==> config.mk <==
export PLATFORM = sky130hd
export DESIGN_NAME = button_conditioner
export DESIGN_NICKNAME = d
export VERILOG_FILES = /design/src/rtl/elevator_pkg.sv /design/src/rtl/debounce_channel.sv /design/src/rtl/button_conditioner.sv
export SDC_FILE = /design/constraint.sdc
export NUM_CORES = 1
export LEC_CHECK = 0
export BUFFER_PORTS_ARGS = -buffer_cell sky130_fd_sc_hd__buf_2
export CAP_MARGIN = 20
export CORE_MARGIN = 2
export CORE_UTILIZATION = 52
export CTS_CLUSTER_DIAMETER = 80
export DETAILED_ROUTE_END_ITERATION = 7
export GPL_ROUTABILITY_DRIVEN = 0
export HOLD_SLACK_MARGIN = 0.05
export PLACE_DENSITY = 0.72
export SLEW_MARGIN = 15
export SYNTH_ARGS = -nofsm -noshare
export SYNTH_HDL_FRONTEND = slang
export SYNTH_SLANG_ARGS = --single-unit
export TNS_END_PERCENT = 30
==> constraint.sdc <==
create_clock -name clk -period 4.11 [get_ports clk]
set_clock_uncertainty 0.1 [all_clocks]
set_input_delay 1.233 -clock clk [delete_from_list [all_inputs] [get_ports clk]]
set_output_delay 1.233 -clock clk [all_outputs]
set_load 0.005 [all_outputs]
==> src/rtl/elevator_pkg.sv <==
// Shared definitions for the elevator controller front end.
//   - button index constants (bit positions in every N_BTN-wide bus)
//   - default channel count and debounce length
//   - debounce FSM state encoding
package elevator_pkg;

  localparam int BTN_GU = 0;
  localparam int BTN_GL = 1;
  localparam int BTN_CU = 2;
  localparam int BTN_CL = 3;

  localparam int N_BTN_DEFAULT           = 4;
  localparam int DEBOUNCE_CYCLES_DEFAULT = 250000;  // 5 ms at 50 MHz
  localparam int CNT_W_DEFAULT           = 18;

  typedef enum logic [1:0] {
    S_LOW  = 2'd0,
    S_RISE = 2'd1,
    S_HIGH = 2'd2,
    S_FALL = 2'd3
  } db_state_t;

endpackage

==> src/rtl/debounce_channel.sv <==
// Single-bit button conditioner: 2-flop synchronizer, debounce counter and
// four-state FSM producing a clean level and a one-cycle press pulse.
//   clk    in   system clock
//   reset  in   synchronous, active-high
//   raw    in   asynchronous button pin (may bounce)
//   level  out  debounced level (registered)
//   press  out  one-cycle pulse on accepted 0->1 (registered)
module debounce_channel
  import elevator_pkg::*;
#(
  parameter int DEBOUNCE_CYCLES = DEBOUNCE_CYCLES_DEFAULT,
  parameter int CNT_W           = CNT_W_DEFAULT
) (
  input  logic clk,
  input  logic reset,
  input  logic raw,
  output logic level,
  output logic press
);

  localparam logic [CNT_W-1:0] CNT_LAST = CNT_W'(DEBOUNCE_CYCLES - 1);

  logic             sync1, sync2;
  db_state_t        state, state_nxt;
  logic [CNT_W-1:0] cnt, cnt_nxt;
  logic             level_nxt, press_nxt;

  // Plain flop chain; nothing may sit between the two stages.
  always_ff @(posedge clk) begin
    if (reset) begin
      sync1 <= 1'b0;
      sync2 <= 1'b0;
    end else begin
      sync1 <= raw;
      sync2 <= sync1;
    end
  end

  always_ff @(posedge clk) begin
    if (reset) begin
      state <= S_LOW;
      cnt   <= '0;
      level <= 1'b0;
      press <= 1'b0;
    end else begin
      state <= state_nxt;
      cnt   <= cnt_nxt;
      level <= level_nxt;
      press <= press_nxt;
    end
  end

  // The count includes the cycle that left the stable state, so the new
  // value is accepted after DEBOUNCE_CYCLES consecutive samples.
  always_comb begin
    state_nxt = state;
    cnt_nxt   = cnt;
    level_nxt = level;
    press_nxt = 1'b0;
    case (state)
      S_LOW: begin
        if (sync2) begin
          state_nxt = S_RISE;
          cnt_nxt   = CNT_W'(1);
        end
      end
      S_RISE: begin
        if (!sync2) begin
          state_nxt = S_LOW;
          cnt_nxt   = '0;
        end else if (cnt == CNT_LAST) begin
          state_nxt = S_HIGH;
          level_nxt = 1'b1;
          press_nxt = 1'b1;
        end else begin
          cnt_nxt = cnt + CNT_W'(1);
        end
      end
      S_HIGH: begin
        if (!sync2) begin
          state_nxt = S_FALL;
          cnt_nxt   = CNT_W'(1);
        end
      end
      S_FALL: begin
        if (sync2) begin
          state_nxt = S_HIGH;
          cnt_nxt   = '0;
        end else if (cnt == CNT_LAST) begin
          state_nxt = S_LOW;
          level_nxt = 1'b0;
        end else begin
          cnt_nxt = cnt + CNT_W'(1);
        end
      end
      default: begin
        state_nxt = S_LOW;
        cnt_nxt   = '0;
        level_nxt = 1'b0;
      end
    endcase
  end

endmodule

==> src/rtl/button_conditioner.sv <==
// Push-button front end: one debounce channel per button plus a sticky
// request latch that holds each accepted press until control services it.
//   clk        in   system clock
//   reset      in   synchronous, active-high
//   btn_raw    in   [N_BTN] raw pins (GU=0, GL=1, CU=2, CL=3)
//   clr        in   [N_BTN] request clear from control
//   btn_level  out  [N_BTN] debounced level
//   btn_press  out  [N_BTN] one-cycle pulse per accepted press
//   req        out  [N_BTN] latched pending request
module button_conditioner
  import elevator_pkg::*;
#(
  parameter int N_BTN           = N_BTN_DEFAULT,
  parameter int DEBOUNCE_CYCLES = DEBOUNCE_CYCLES_DEFAULT,
  parameter int CNT_W           = CNT_W_DEFAULT
) (
  input  logic             clk,
  input  logic             reset,
  input  logic [N_BTN-1:0] btn_raw,
  input  logic [N_BTN-1:0] clr,
  output logic [N_BTN-1:0] btn_level,
  output logic [N_BTN-1:0] btn_press,
  output logic [N_BTN-1:0] req
);

  for (genvar g = 0; g < N_BTN; g++) begin : g_ch
    debounce_channel #(
      .DEBOUNCE_CYCLES(DEBOUNCE_CYCLES),
      .CNT_W          (CNT_W)
    ) u_ch (
      .clk  (clk),
      .reset(reset),
      .raw  (btn_raw[g]),
      .level(btn_level[g]),
      .press(btn_press[g])
    );
  end

  // Set has priority over clear so a call arriving during service survives.
  always_ff @(posedge clk) begin
    if (reset) req <= '0;
    else       req <= btn_press | (req & ~clr);
  end

endmodule

==> flow_summary_export.csv <==
group,metric,value,unit
outcome,status,"completed",
logic_synthesis,synth_edf_count,0,
clock_network,cts_hold_buffers,0,
timing,finalHoldViolCount,0,
worst_setup_path,startpoint,"g_ch[3].u_ch.sync2",
route,num_vias,4786,
power_and_ir_drop,finalPower,1.679,mW
logic_synthesis,synth_mux_area_frac,0.01919,
clock_network,cts_num_sinks,100,
power_and_ir_drop,p_leak,1.808,nW
logic_synthesis,yosysSeqAreaShare,0.3791,
timing,fin_crit_sh,0.6350,
finish,final_core_util,0.5682,
clock_network,clk_latency,0.38,ns
floorplanning,core,9819,um2
route,post_drt_wl_per_cell,14.97,um
worst_setup_path,end_kind,"flip-flop",
floorplanning,io_pins,22,
floorplanning,fp.dieH,104.8,um
logic_synthesis,yosysUniqueCellTypes,56,
global_routing,grt_util_all_layers,0.2129,
finish,drive_above_1_share,0.08346,
logic_synthesis,synth-compound-area-share,0.1540,
timing,finalSetupViolCount,0,
worst_setup_path,reg2reg_from,"g_ch[3].u_ch.sync2",
timing,fin_tns_setup,0,ns
logic_synthesis,syn-mean-instance-area,8.304,um2
logic_synthesis,syn_nets,650,
logic_synthesis,syn_area,5281,um2
placed_design,dpl_cell_area,5395,um2
finish,fill_cells,939,
route,drc,0,
power_and_ir_drop,powerDensity,301.0,nW/um2
logic_synthesis,synthAdderAreaFrac,0.009476,
flow_run,maxCapViolations,0,
clock_network,htree_levels,3,
timing,slew_violations,0,
logic_synthesis,synth_xor_area_frac,0.05449,
worst_setup_path,arrival,2.79,ns
global_routing,antenna_found_initial,0,
timing,rsz0062_at_grt,"no",
hold_path,worstHoldStart,"g_ch[3].u_ch.sync1",
route,firstDrtPassIters,4,
route,drtIter0Drc,234,
timing,hold_slack,0.3391,ns
clock_network,numCtsBuffers,9,
worst_setup_path,cp-start-kind,"flip-flop",
hold_path,hold_class,"reg2reg",
timing,fmax,383.2,MHz
timing,fin_crit,2.610,ns
floorplanning,rows,36,
worst_setup_path,cp_max_fo,14,
clock_network,cts_tree,"done",
placed_design,dpl.hpwl,7993,um
floorplanning,start_util,0.5378,
finish,mostFrequentLayoutCell,"dfxtp_1",
logic_synthesis,ys_ff_latch,100,
clock_network,clk_pin_slew,0.11,ns
route,ant_nets,0,
global_routing,overflow,0,
finish,nets,644,
timing,slew_headroom,0.3513,
floorplanning,fp.dieArea,10980,um2
global_routing,grt_start_max_net_pins,35,
worst_setup_path,required,4.29,ns
worst_setup_path,crit_type,"reg2reg",
clock_network,cts_resized,0,
logic_synthesis,synth-simple-area-share,0.3348,
placed_design,io_buffers,21,
logic_synthesis,postSynth.asyncResetShare,0,
clock_network,cts_root_buffer,"clkbuf_8",
route,via_per_inst,6.232,
global_routing,grt_pass1_vias,4226,
finish,area_growth,5.638,%
logic_synthesis,yosys_warnings,0,
finish,antenna_cells,0,
clock_network,post-cts-setup-buffers,0,
logic_synthesis,synth-main-ff-cell,"dfxtp_1",
logic_synthesis,synth_top_family_by_area,"simple AND/OR/NAND/NOR gates",
timing,worst_slew_pin_slew,0.9698,ns
power_and_ir_drop,vdd_ir_drop_max,0.0001723,V
finish,finish.instance_area,5579,um2
floorplanning,dieWidth,104.8,um
global_routing,grt_first_pass_wirelength,19730,um
route,drt-total-wl,11500,um
logic_synthesis,synthCells,636,
clock_network,clock_path_buffers,2,
finish,final_cell_mix,"100 x dfxtp_1, 48 x nand2_1, 43 x a21oi_1, 43 x nand3_1, 37 x nor2_1",
routing by layer:
layer / part of all wire / routed length [um] / vias to the layer above / global-route usage
met5: 0 / 0 / - / 0
li1: - / - / 2397 / -
met3: 0.051 / 585 / 8 / 0.04616
met2: 0.47 / 5446 / 119 / 0.3391
met1: 0.47 / 5360 / 2262 / 0.2872
met4: 0.0090 / 103 / 0 / 0.06952
cell type report:
type                            count  area (um2)  area share
Tap cell                          133       166.4     0.02983
Clock buffer                        9       123.9     0.02220
Sequential cell                   100        2002      0.3588
Timing Repair Buffer               26       142.6     0.02557
Multi-Input combinational cell    476        3020      0.5414
Clock inverter                      7       60.06     0.01076
Inverter                           17       63.81     0.01144
critical path, cell delays in order (launching register included):
cell	delay [ns]
dfxtp_1	0.49
xor2_1	0.80
nor2_1	0.20
o21ai_0	0.60
buf_4	0.26
nor2_1	0.05
registers in the layout (all words and copies together), names as in the netlist, named ones only:
register and cells:
g_ch.u_ch.sync1 4, g_ch.u_ch.sync2 4, g_ch.u_ch.press 4, g_ch.u_ch.level 4, g_ch.u_ch.state 4, req 4, g_ch.u_ch.cnt 72
synthesized netlist by cell type, types with 4 or more instances:
cell        n  area [um2]
dfxtp_1   100        2002
nand2_1    48       180.2
a21oi_1    43       215.2
nand3_1    43       215.2
nor2_1     37       138.9
nand4_1    33       206.5
clkbuf_1   32       120.1
or4_1      29       217.7
o21ai_0    22       110.1
or3_1      20       125.1
o31ai_1    19       142.6
inv_1      17       63.81
and3_1     16       100.1
a31oi_1    13       81.33
nor4_1     12       75.07
xor2_1     12       105.1
and4_1     10       87.58
nor2b_1    10       62.56
xnor2_1    10       87.58
and2_1      9       56.30
mux2i_1     9       90.09
nor3_1      9       45.04
buf_4       8       60.06
o211ai_1    8       60.06
nand3b_1    6       45.04
nor4b_1     6       52.55
ha_1        4       50.05
xor3_1      4       95.09
through the flow:
stage,setup slack (ns),instances
floorplan,1.794,636
global placement,1.131,751
detailed placement,1.168,752
CTS,1.550,768
global route,1.237,768
finish,1.500,768
kinds of logic (layout without fill, tap and decap cells):
family          after synthesis  in the layout
fa+ha+maj                     4              4
xor+xnor                     26             26
simple gates                306            306
buf+inv                      60             59
compound gates              130            130
mux                          10             10
flops                       100            100
path summary, 6_finish.rpt:
kind	endpoint	slack (ns)	depth (start not counted)
hold / removal	g_ch[3].u_ch.sync2	0.34	1
setup / recovery	g_ch[3].u_ch.cnt[10]	1.50	5
hold reg to reg	g_ch[3].u_ch.sync2	0.34	1
setup reg to reg	g_ch[3].u_ch.cnt[10]	1.50	5
power breakdown:
| group | leakage, nW | total, mW | internal [mW] | switching (mW) |
|---|---|---|---|---|
| clock network | 0.0904 | 0.599 | 0.229 | 0.370 |
| registers | 0.809 | 0.998 | 0.982 | 0.0165 |
| logic | 0.909 | 0.0819 | 0.0327 | 0.0492 |
| total | 1.81 | 1.68 | 1.24 | 0.436 |
No activity file was read; power rests on OpenSTA's default activity.
